File: src/rtl/mem_decoder_seq.sv
// Registered, handshaked memory decoder: maps MIPS virtual addresses onto the
// RAM/VGA/I/O banks, inserts per-bank wait states and captures the first fault.
module mem_decoder_seq #(
    parameter int unsigned        PADDR_W     = 13,
    parameter logic [31:0]        DATA_BASE   = 32'h10010000,
    parameter logic [31:0]        DATA_LAST   = 32'h10010FFF,
    parameter logic [31:0]        STACK_BASE  = 32'h7FFFEFFC,
    parameter logic [31:0]        STACK_LAST  = 32'h7FFFFFFB,
    parameter logic [PADDR_W-1:0] STACK_PBASE = 'h1000,
    parameter logic [31:0]        VGA_BASE    = 32'h0000B800,
    parameter logic [31:0]        VGA_LAST    = 32'h0000CABF,
    parameter logic [31:0]        IO_BASE     = 32'hFFFF0000,
    parameter logic [31:0]        IO_LAST     = 32'hFFFF000F,
    parameter int unsigned        WAIT_RAM    = 0,
    parameter int unsigned        WAIT_VGA    = 1,
    parameter int unsigned        WAIT_IO     = 2
) (
    input  logic               clk,
    input  logic               rst,
    input  logic               req_valid,
    output logic               req_ready,
    input  logic [31:0]        vAddr,
    input  logic               mWrite,
    input  logic               mRead,
    output logic [PADDR_W-1:0] pAddr,
    output logic [2:0]         mEnab,
    output logic [1:0]         mBank,
    output logic               mWe,
    output logic               resp_valid,
    output logic               iAddr,
    output logic               fault_valid,
    output logic [31:0]        fault_vaddr,
    output logic               fault_write,
    output logic               fault_ovf,
    input  logic               fault_clr
);

    typedef enum logic [1:0] {
        IDLE   = 2'd0,
        ACCESS = 2'd1,
        FAULT  = 2'd2
    } state_t;

    state_t              state_q, state_d;
    logic [3:0]          cnt_q, cnt_d;
    logic [PADDR_W-1:0]  paddr_q, paddr_d;
    logic [2:0]          enab_q, enab_d;
    logic [1:0]          bank_q, bank_d;
    logic                we_q, we_d;

    logic                fv_q, fv_d;
    logic [31:0]         fa_q, fa_d;
    logic                fw_q, fw_d;
    logic                fo_q, fo_d;

    logic                accept;
    logic                dec_ok;
    logic [PADDR_W-1:0]  dec_paddr;
    logic [1:0]          dec_bank;
    logic [2:0]          dec_enab;
    logic [3:0]          dec_wait;
    logic [31:0]         dec_off;

    // Handshake: only IDLE accepts, and never while reset is held.
    always_comb begin
        req_ready = (state_q == IDLE) && !rst;
        accept    = req_valid && req_ready;
    end

    // Region decode; regions do not overlap so the priority order is irrelevant.
    always_comb begin
        dec_ok   = 1'b1;
        dec_bank = 2'd0;
        dec_wait = 4'(WAIT_RAM);
        dec_off  = 32'd0;
        if ((vAddr >= DATA_BASE) && (vAddr <= DATA_LAST)) begin
            dec_off = vAddr - DATA_BASE;
        end else if ((vAddr >= STACK_BASE) && (vAddr <= STACK_LAST)) begin
            dec_off = vAddr - STACK_BASE + 32'(STACK_PBASE);
        end else if ((vAddr >= VGA_BASE) && (vAddr <= VGA_LAST)) begin
            dec_off  = vAddr - VGA_BASE;
            dec_bank = 2'd1;
            dec_wait = 4'(WAIT_VGA);
        end else if ((vAddr >= IO_BASE) && (vAddr <= IO_LAST)) begin
            dec_off  = vAddr - IO_BASE;
            dec_bank = 2'd2;
            dec_wait = 4'(WAIT_IO);
        end else begin
            dec_ok = 1'b0;
        end
        // Exactly one of read/write makes a legal request.
        if (mRead == mWrite) begin
            dec_ok = 1'b0;
        end
        dec_paddr = dec_off[PADDR_W-1:0];
        unique case (dec_bank)
            2'd1:    dec_enab = 3'b010;
            2'd2:    dec_enab = 3'b100;
            default: dec_enab = 3'b001;
        endcase
    end

    // Next-state and next-output logic for the access FSM.
    always_comb begin
        state_d = state_q;
        cnt_d   = cnt_q;
        paddr_d = paddr_q;
        enab_d  = enab_q;
        bank_d  = bank_q;
        we_d    = we_q;
        case (state_q)
            IDLE: begin
                if (accept) begin
                    if (dec_ok) begin
                        state_d = ACCESS;
                        cnt_d   = dec_wait;
                        paddr_d = dec_paddr;
                        enab_d  = dec_enab;
                        bank_d  = dec_bank;
                        we_d    = mWrite;
                    end else begin
                        state_d = FAULT;
                        cnt_d   = 4'd0;
                        paddr_d = '0;
                        enab_d  = 3'b000;
                        bank_d  = 2'd0;
                        we_d    = 1'b0;
                    end
                end
            end
            ACCESS: begin
                if (cnt_q == 4'd0) begin
                    state_d = IDLE;
                    paddr_d = '0;
                    enab_d  = 3'b000;
                    bank_d  = 2'd0;
                    we_d    = 1'b0;
                end else begin
                    cnt_d = cnt_q - 4'd1;
                end
            end
            FAULT: begin
                state_d = IDLE;
            end
            default: begin
                state_d = IDLE;
                paddr_d = '0;
                enab_d  = 3'b000;
                bank_d  = 2'd0;
                we_d    = 1'b0;
            end
        endcase
    end

    // State and registered bank-side outputs.
    always_ff @(posedge clk) begin
        if (rst) begin
            state_q <= IDLE;
            cnt_q   <= 4'd0;
            paddr_q <= '0;
            enab_q  <= 3'b000;
            bank_q  <= 2'd0;
            we_q    <= 1'b0;
        end else begin
            state_q <= state_d;
            cnt_q   <= cnt_d;
            paddr_q <= paddr_d;
            enab_q  <= enab_d;
            bank_q  <= bank_d;
            we_q    <= we_d;
        end
    end

    // Fault capture: first fault wins; a clear coincident with a new fault
    // starts a fresh capture with the overflow flag cleared.
    always_comb begin
        fv_d = fv_q;
        fa_d = fa_q;
        fw_d = fw_q;
        fo_d = fo_q;
        if (accept && !dec_ok) begin
            if (!fv_q || fault_clr) begin
                fv_d = 1'b1;
                fa_d = vAddr;
                fw_d = mWrite;
                fo_d = 1'b0;
            end else begin
                fo_d = 1'b1;
            end
        end else if (fault_clr) begin
            fv_d = 1'b0;
            fa_d = 32'd0;
            fw_d = 1'b0;
            fo_d = 1'b0;
        end
    end

    // Fault capture registers.
    always_ff @(posedge clk) begin
        if (rst) begin
            fv_q <= 1'b0;
            fa_q <= 32'd0;
            fw_q <= 1'b0;
            fo_q <= 1'b0;
        end else begin
            fv_q <= fv_d;
            fa_q <= fa_d;
            fw_q <= fw_d;
            fo_q <= fo_d;
        end
    end

    // Completion pulse is decoded from the state so it never lags the access.
    always_comb begin
        resp_valid  = ((state_q == ACCESS) && (cnt_q == 4'd0)) || (state_q == FAULT);
        iAddr       = (state_q == FAULT);
        pAddr       = paddr_q;
        mEnab       = enab_q;
        mBank       = bank_q;
        mWe         = we_q;
        fault_valid = fv_q;
        fault_vaddr = fa_q;
        fault_write = fw_q;
        fault_ovf   = fo_q;
    end

endmodule

File: config.mk
export PLATFORM = sky130hd
export DESIGN_NAME = mem_decoder_seq
export DESIGN_NICKNAME = d
export VERILOG_FILES = /design/src/rtl/mem_decoder_seq.sv
export SDC_FILE = /design/constraint.sdc
export NUM_CORES = 1
export LEC_CHECK = 0
export CAP_MARGIN = 25
export CORE_ASPECT_RATIO = 0.75
export CORE_MARGIN = 2
export CORE_UTILIZATION = 42
export DETAILED_ROUTE_END_ITERATION = 8
export PLACE_DENSITY = 0.76
export SYNTH_ARGS = -nofsm -noshare
export SYNTH_HDL_FRONTEND = slang
export SYNTH_SLANG_ARGS = --single-unit
File: constraint.sdc
create_clock -name clk -period 2.5 [get_ports clk]
set_clock_uncertainty 0.1 [all_clocks]
set_input_delay 0.5 -clock clk [delete_from_list [all_inputs] [get_ports clk]]
set_output_delay 0.5 -clock clk [all_outputs]
set_load 0.01 [all_outputs]
## Word-level counts from Yosys, hierarchy flattened

Index checks and enable logic that the tools add are counted.

| cells by class | value |
|---|---|
| add/subtract/negate cells | 6 |
| $lt $le $gt $ge | 8 |
| equality and inequality tests | 9 |
| multiplexer cells | 51 |
| bitwise gates (word level) | 1 |
| reduce and logical (&&, ||, !) cells | 21 |

Operators by type and width:

| cell | count |
|---|---|
| 32-bit 2-to-1 mux | 3 |
| 13-bit 2-to-1 mux | 7 |
| 13-bit one-hot mux with 3 select lines | 1 |
| 32-bit by 16-bit greater-or-equal comparator with 1-bit output (second input constant) | 1 |
| 32-bit by 29-bit greater-or-equal comparator with 1-bit output (second input constant) | 1 |
| 32-bit by 31-bit greater-or-equal comparator with 1-bit output (second input constant) | 1 |
| 32-bit greater-or-equal comparator (second input constant) | 1 |
| 32-bit by 16-bit less-or-equal comparator with 1-bit output (second input constant) | 1 |
| 32-bit by 29-bit less-or-equal comparator with 1-bit output (second input constant) | 1 |
| 32-bit by 31-bit less-or-equal comparator with 1-bit output (second input constant) | 1 |
| 32-bit less-or-equal comparator (second input constant) | 1 |
| 2-bit 2-to-1 mux | 13 |
| 13-bit by 1-bit subtractor with 13-bit output (second input constant) | 2 |
| 1-bit 2-to-1 mux | 15 |
| 13-bit adder (second input constant) | 1 |
| 13-bit by 12-bit subtractor with 13-bit output (second input constant) | 1 |
| 13-bit subtractor (second input constant) | 1 |
| 4-bit 2-to-1 mux | 3 |
| 3-bit 2-to-1 mux | 3 |
| 3-bit one-hot mux with 3 select lines | 1 |
| 1-bit logical AND | 8 |
| 4-bit one-hot mux with 2 select lines | 1 |
| 2-bit one-hot mux with 3 select lines | 1 |
| 3-bit one-hot mux with 2 select lines | 1 |
| 16 further kinds | 26 |

| storage, ports and cells | value |
|---|---|
| register bits after elaboration | 60 |
| bits of input ports | 38 |

## Depth between registers and ports, before layout

Gate-level depths: netlist (run 1).

| logic depth | value |
|---|---|
| depth after elaboration | 11 |
| depth in mapped cells | 10 |
| depth with buffers taken out | 8 |

## Least setup slack after synthesis (run 1)

OpenSTA, ideal clock, no wires.

| timing | value |
|---|---|
| kind | input to register |
| from | input vAddr[22] |
| to | register fa_q[10] (netlist: fault_vaddr[10]) |
| data arrival time | 2333 ps |
| data required time | 2279 ps |
| slack | -54 ps |
| cell stages on the path | 8 |
| path buffers | 2 |
| path through | nor4_1 nand4_1 or4b_4 o211ai_2 a211o_1 buf_6 buf_12 mux2_4 |

| on the way | value |
|---|---|
| cells in the longest elaborated chain, start to end | 11 |
| elaborated cells between the ends (all ways) | 23 |
| classes of those cells | 8 x order compare; 1 x eq/ne; 6 x mux; 8 x reduce/logical |

RTL lines:

| item | RTL line | source |
|---|---|---|
| from (decl) | 22 | `input logic [31:0] vAddr,` |
| 32-bit greater-or-equal comparator / 32-bit less-or-equal comparator (equally long branches) | 84 | `end else if ((vAddr >= IO_BASE) && (vAddr <= IO_LAST)) begin` |
| 1-bit logical AND | 84 |  |
| 1-bit 2-to-1 mux | 84 |  |
| 1-bit 2-to-1 mux | 80 | `end else if ((vAddr >= VGA_BASE) && (vAddr <= VGA_LAST)) begin` |
| 1-bit 2-to-1 mux | 78 | `end else if ((vAddr >= STACK_BASE) && (vAddr <= STACK_LAST)) begin` |
| 1-bit 2-to-1 mux (*) | 76 | `if ((vAddr >= DATA_BASE) && (vAddr <= DATA_LAST)) begin` |
| 1-bit 2-to-1 mux (*) | 92 | `if (mRead == mWrite) begin` |
| 1-bit logical NOT (*) | 181 | `if (accept && !dec_ok) begin` |
| 1-bit logical AND (*) | 181 |  |
| 2-bit by 1-bit != test with 1-bit output (no source line) / 2-bit nonzero test (equally long branches) | n/a |  |
| 2-bit AND reduction (no source line) | n/a |  |
| to (signal assigned) | 202 | `fa_q <= 32'd0;` |
| to (signal assigned) | 207 | `fa_q <= fa_d;` |
| to (decl) | 52 | `logic [31:0] fa_q, fa_d;` |

Every way passes the cells marked *; elsewhere a longest branch is shown, timed or not.
A chain may end at the register's enable or synchronous reset.

## Worst setup path in the final report (run 1)

| timing | value |
|---|---|
| from | input vAddr[23] |
| to | register fa_q[30] (netlist: fault_vaddr[30]) |

The elaborated chain is that of the path after synthesis.

==> out/metrics.yaml, run 1 <==
drt:
  wl_met3_um: 720
  detail_route.iter0.violations: 170
  routedWlPerCell_um: 16.5
  drtAntennaViolNets: 0
  firstDrtPassIters: 4
  topRoutingLayerUsed: "met4"
  route.layer.met1.wl_um: 4180
  drc: 0
  via_count: 3146
  wl_met2_um: 4640
  wl_um: 9660
  vias_per_cell: 5.39
power_and_ir_drop:
  power_switching_mw: 0.601
  power.leakage_nw: 2.07
  seqPwrFrac_pct: 41.6
  swShare_pct: 24.7
  clockPowerShare_pct: 39.9
  power_density_nw_per_um2: 492
  p_int_mw: 1.83
  comb_power_share_pct: 18.5
  peakVddDrop_uv: 299
  power_mw: 2.43
synthesis:
  synthCells: 319
  yosysTopAreaCellShare_pct: 39.2
  ys.flop_type: "dfxtp_1"
  syn_nets: 362
  yosysSeqAreaShare_pct: 39.2
  yosysMostFrequentCell: "dfxtp_1"
  ys_warn_count: 0
  async_reset_ff_share_pct: 0
  synth.area.top_cells: "dfxtp_1, mux2_4, nor3b_1, nand2_1, o21ai_0"
  syn_area_um2: 3070
  synth_cell_type_count: 53
  synthTopCellsByCount: "dfxtp_1, nand2_1, nor3b_1"
  synth-edff-count: 0
  synth_largest_area_cell: "dfxtp_1"
  ys_ff_latch: 60
  syn_avg_cell_area_um2: 9.61
cells_and_area:
  num_antenna_cells: 0
  final_nets: 524
  layout-drive-gt1-share_pct: 30.7
  area_growth_pct: 61.1
  final_area_um2: 4940
sta:
  max_slew.worst_pin.slew_ps: 482
  final-hold-violation-count: 0
  maxSlewViolCount: 0
  setup_viol: 0
  maxSlewHeadroom_pct: 67.5
  finalCritPeriodShare_pct: 98.2
  max_freq_ghz: 0.407
  min_period_ps: 2460
critical_path:
  critPathRequiredTime_ps: 2640
  cp-end-kind: "register"
  crit_start: "vAddr[23]"
  critical_path_class: "in -> reg"
  reg2reg_to: "fault_vaddr[30]$_SDFFE_PP0P_"
  start_kind: "input pin"
  endpoint: "fault_vaddr[30]$_SDFFE_PP0P_"
  reg2regPathDepth: 6
  cp.arrival_ps: 2590
  r2r_setup_slack_ps: 620
  reg2reg_from: "state_q[0]$_SDFFE_PP0P_"
  critPathMaxFanout: 7
run_status:
  outcome: "finished, final reports clean"
floorplan:
  rows: 26
  start_util_pct: 44.3
  io-pin-count: 95
  die_y_um: 78
  die_w_um: 103
  die_area_um2: 8010
  coreArea_um2: 6930
clock_tree:
  cts_buffer_depth: 2
  numCtsBuffers: 9
  cts_tree: "done"
  h-tree-depth: 3
  cts.sink_count: 60
  insertion_delay_ps: 350
  root_buffer: "clkbuf_8"
  clkTransAtPathRegs_ps: 70
grt:
  grt_max_degree: 35
  grt_pass1_wl_um: 15700
  grt_usage_pct: 25.1
  grt_pass1_vias: 3257
  grt-ovfl-total: 0
  antenna_found_initial: 0
placement:
  dp_hpwl_um: 7130
  io_buffers: 94
  place.gp.congestion: 0.821
  dpl_cell_area_um2: 4550
job:
  maxCapViolations: 0
hold_path:
  worstHoldPathType: "reg -> reg"
## routing by layer
metal  global-route usage [%]  up-vias
met4                     5.60        0
li1                         -     1491
met2                     41.2      103
met5                        0        -
met3                     7.39       14
met1                     32.4     1538
## flip-flops by register name, summed over array words and instances, names as in the netlist
name / count
fault_vaddr: 32
pAddr: 13
cnt_q: 4
mEnab: 3
mBank: 2
state_q: 2
fault_ovf: 1
fault_valid: 1
fault_write: 1
mWe: 1
## cell families after synthesis
family	after synthesis	synth area share (%)
muxes	33	15.0
AOI/OAI and AO/OA	61	12.9
DFF	60	39.2
xor gates and xnor gates	4	1.14
buffers and inverters	23	4.69
adders and majority gates	5	2.04
and+or+nand+nor	133	25.1
## worst min-delay path by stage
| stage | from | end | cells past startpoint |
|---|---|---|---|
| 2_1_floorplan | cnt_q[1]$_SDFFE_PP0P_ | cnt_q[1]$_SDFFE_PP0P_ | 2 |
| 3_5_place_dp | mBank[1]$_SDFFE_PP0P_ | mBank[1]$_SDFFE_PP0P_ | 1 |
| 4_1_cts | mBank[1]$_SDFFE_PP0P_ | mBank[1]$_SDFFE_PP0P_ | 1 |
| 3_3_place_gp | mEnab[1]$_SDFFE_PP0P_ | mEnab[1]$_SDFFE_PP0P_ | 1 |
| 6_report | mBank[1]$_SDFFE_PP0P_ | mBank[1]$_SDFFE_PP0P_ | 1 |
| 5_1_grt | mBank[1]$_SDFFE_PP0P_ | mBank[1]$_SDFFE_PP0P_ | 1 |
## per-stage QoR
step	worst slack, ps	setup TNS (ps)	cells	hold slack, ps	utilization, %
2_1_floorplan	-50.4	-1230	319	358	-
5_1_grt	-45.9	-96.0	584	379	71.3
3_3_place_gp	-596	-26590	559	337	65.7
4_1_cts	-1.29	-2.51	584	355	71.7
3_5_place_dp	-671	-30150	559	340	65.7
6_report	44.7	0	584	350	71.3
## power groups by stage
stage	combinational, mW	clock [mW]	sequential [mW]
after global placement	0.418	0	1.03
after global routing	0.477	1.03	1.01
after detailed placement	0.427	0	1.03
final	0.449	0.971	1.01
after CTS	0.454	0.988	1.01
after floorplan	0.163	0	1.04
## area by class of cell
class / count / area [um^2]
Fill cell: 506 / 1990
Multi-Input combinational cell: 236 / 1880
Timing Repair Buffer: 166 / 1490
Sequential cell: 60 / 1200
Clock buffer: 12 / 145
Tap cell: 98 / 123
Clock inverter: 4 / 72.6
Inverter: 8 / 30.0
## worst max-delay path: stages
cell and delay [ps]:
buf_4 130, nor4_4 240, nand4_1 210, or4b_4 590, o211ai_4 190, a211o_4 210, buf_6 120, buf_16 110
mux2_4 290
## placed cells by master (no fill, tap or decap), drive strengths merged, types with 2 or more instances in the layout
master / n
nor4: 9
xnor2: 3
clkbuf: 13
mux2i: 4
nand4: 6
clkdlybuf4s15: 3
nor2b: 5
and3: 4
nor3b: 29
clkdlybuf4s50: 66
o211ai: 4
nor2: 17
nor4b: 2
ha: 5
a21oi: 16
bufinv: 2
mux2: 29
a21o: 4
dlymetal6s2s: 2
o21a: 2
or2: 2
nand2: 29
and2b: 2
nor3: 7
buf: 81
nand2b: 3
dlygate4sd2: 13
nand3b: 4
a211oi: 4
dfxtp: 60
a22oi: 2
nand3: 8
inv: 8
o21ai: 19
## repair_timing
item                       4_1_cts  5_1_grt
resized for setup               79       18
setup endpoints to repair       53       32
cloned                           2        0
setup buffers                    7        3
hold buffers                     0        0
pin swaps                       10        8
Note: power is estimated with default switching activity, not from simulation.
==> inputs of run 2 (changes only) <==
--- a/config.mk
+++ b/config.mk
@@ -7,7 +7,6 @@
 export LEC_CHECK = 0
 export CAP_MARGIN = 25
 export CORE_ASPECT_RATIO = 0.75
-export CORE_MARGIN = 2
 export CORE_UTILIZATION = 42
 export DETAILED_ROUTE_END_ITERATION = 8
 export PLACE_DENSITY = 0.76
==> out/metrics.yaml, run 2 (synthesis results as in run 1) <==
run_status:
  outcome: "finished, final reports clean"
sta:
  maxSlewViolCount: 0
  final-hold-violation-count: 0
  fin_tns_setup_ps: 0
  maxSlewHeadroom_pct: 66.8
  layout_setup_ws_ps: 20.4
  max_slew.worst_pin.slew_ps: 493
  max_freq_ghz: 0.403
  min_period_ps: 2480
  setup_viol: 0
  finalCritPeriodShare_pct: 99.2
clock_tree:
  clkTransAtPathRegs_ps: 70
  root_buffer: "clkbuf_8"
  insertion_delay_ps: 340
  cts_tree: "done"
  h-tree-depth: 3
  cts.sink_count: 60
  numCtsBuffers: 9
  cts_buffer_depth: 2
placement:
  dp_hpwl_um: 6970
  place.gp.congestion: 0.830
  dpl_cell_area_um2: 4520
  io_buffers: 94
  place_ws_ps: -649
grt:
  grt_max_degree: 39
  antenna_found_initial: 0
  grt-ovfl-total: 0
  grt_pass1_vias: 3180
  grt_pass1_wl_um: 15500
  grt_usage_pct: 25.9
drt:
  detail_route.iter0.violations: 206
  routedWlPerCell_um: 17.3
  via_count: 3187
  firstDrtPassIters: 5
  drtAntennaViolNets: 0
  wl_um: 10100
  drc: 0
  vias_per_cell: 5.45
floorplan:
  die_y_um: 76
  rows: 26
  io-pin-count: 95
  coreArea_um2: 6930
  start_util_pct: 44.3
  die_area_um2: 7650
  die_w_um: 101
cells_and_area:
  final_area_um2: 5010
  final_nets: 525
  final-seq-area_um2: 1200
  largest_register_ffs: 32
  final_common_cell: "clkdlybuf4s50_1"
  multi_input_area_um2: 1880
  num_antenna_cells: 0
  num-fill-cells: 521
  layout-drive-gt1-share_pct: 31.0
  final_cell_mix: "clkdlybuf4s50_1, buf_4, dfxtp_1"
  area_growth_pct: 63.5
critical_path:
  critPathMaxFanout: 8
  cp.arrival_ps: 2610
  critical_path_class: "in -> reg"
  critPathRequiredTime_ps: 2630
  r2r_setup_slack_ps: 580
  cp-end-kind: "register"
  start_kind: "input pin"
job:
  maxCapViolations: 0
power_and_ir_drop:
  peakVddDrop_uv: 273
  power.leakage_nw: 2.11
  power_density_nw_per_um2: 488
hold_path:
  worstHoldPathType: "in -> reg"
-- run 2: cell count changes in the layout (fill, tap and decap cells not counted), sizes merged --
| cell | previous run | this run |
|---|---|---|
| buf | 81 | 80 |
| clkbuf | 13 | 16 |
| clkdlybuf4s15 | 3 | 2 |
| dlygate4sd2 | 13 | 12 |
| dlymetal6s2s | 2 | 3 |
-- run 2: area by class of cell --
class / count / share of cell area [%]
clock inverters: 4 / 1.45
inverters: 8 / 0.599
flip-flops and latches: 60 / 24.0
well taps: 98 / 2.45
clock buffers: 12 / 2.89
multi-input cells: 236 / 37.5
repair buffers: 167 / 31.1
-- run 2: worst max-delay path: stages --
cell and delay, ps:
dlygate4sd2_1 280, buf_6 150, and3_4 180, a31o_2 280, o2111ai_4 130, o211ai_4 130
a211o_4 380, buf_12 150, buf_12 130, mux2_4 290
-- run 2: through the flow --
step / util, % / std cells / power, mW / hold slack [ps]
finish: 72.4 / 585 / 2.45 / 293
global route: 72.4 / 585 / 2.53 / 278
CTS: 70.7 / 584 / 2.43 / 334
detailed placement: 65.3 / 557 / 1.45 / 342
global placement: 65.3 / 557 / 1.44 / 339
floorplan: - / 319 / 1.21 / 358
-- run 2: layer usage --
| metal | vias to the layer above | track usage (%) | part of all wire [%] |
|---|---|---|---|
| met5 | - | 0 | 0 |
| met3 | 23 | 6.51 | 6.0 |
| li1 | 1493 | - | - |
| met4 | 0 | 6.09 | 2.8 |
| met1 | 1542 | 33.5 | 44 |
| met2 | 129 | 43.1 | 47 |
-- run 2: worst paths after layout --
path / end / cells after the start / startpoint
setup / recovery: fault_vaddr[16]$_SDFFE_PP0P_ / 10 / vAddr[11]
hold / removal: fault_vaddr[24]$_SDFFE_PP0P_ / 2 / vAddr[24]
setup reg to reg: fault_vaddr[16]$_SDFFE_PP0P_ / 6 / state_q[0]$_SDFFE_PP0P_
hold reg to reg: mBank[0]$_SDFFE_PP0P_ / 1 / mBank[0]$_SDFFE_PP0P_
-- run 2: where the power goes --
| part | switching (mW) | internal (mW) |
|---|---|---|
| clock network | 0.387 | 0.588 |
| logic | 0.203 | 0.259 |
| registers | 0.0205 | 0.992 |
| total | 0.611 | 1.84 |
-- run 2: repair_timing --
item	in CTS	in global routing
pin swaps	9	12
endpoints found under the setup margin	53	34
gates resized for setup	61	41
hold buffers	0	0
buffers inserted	10	1
cloned	1	0
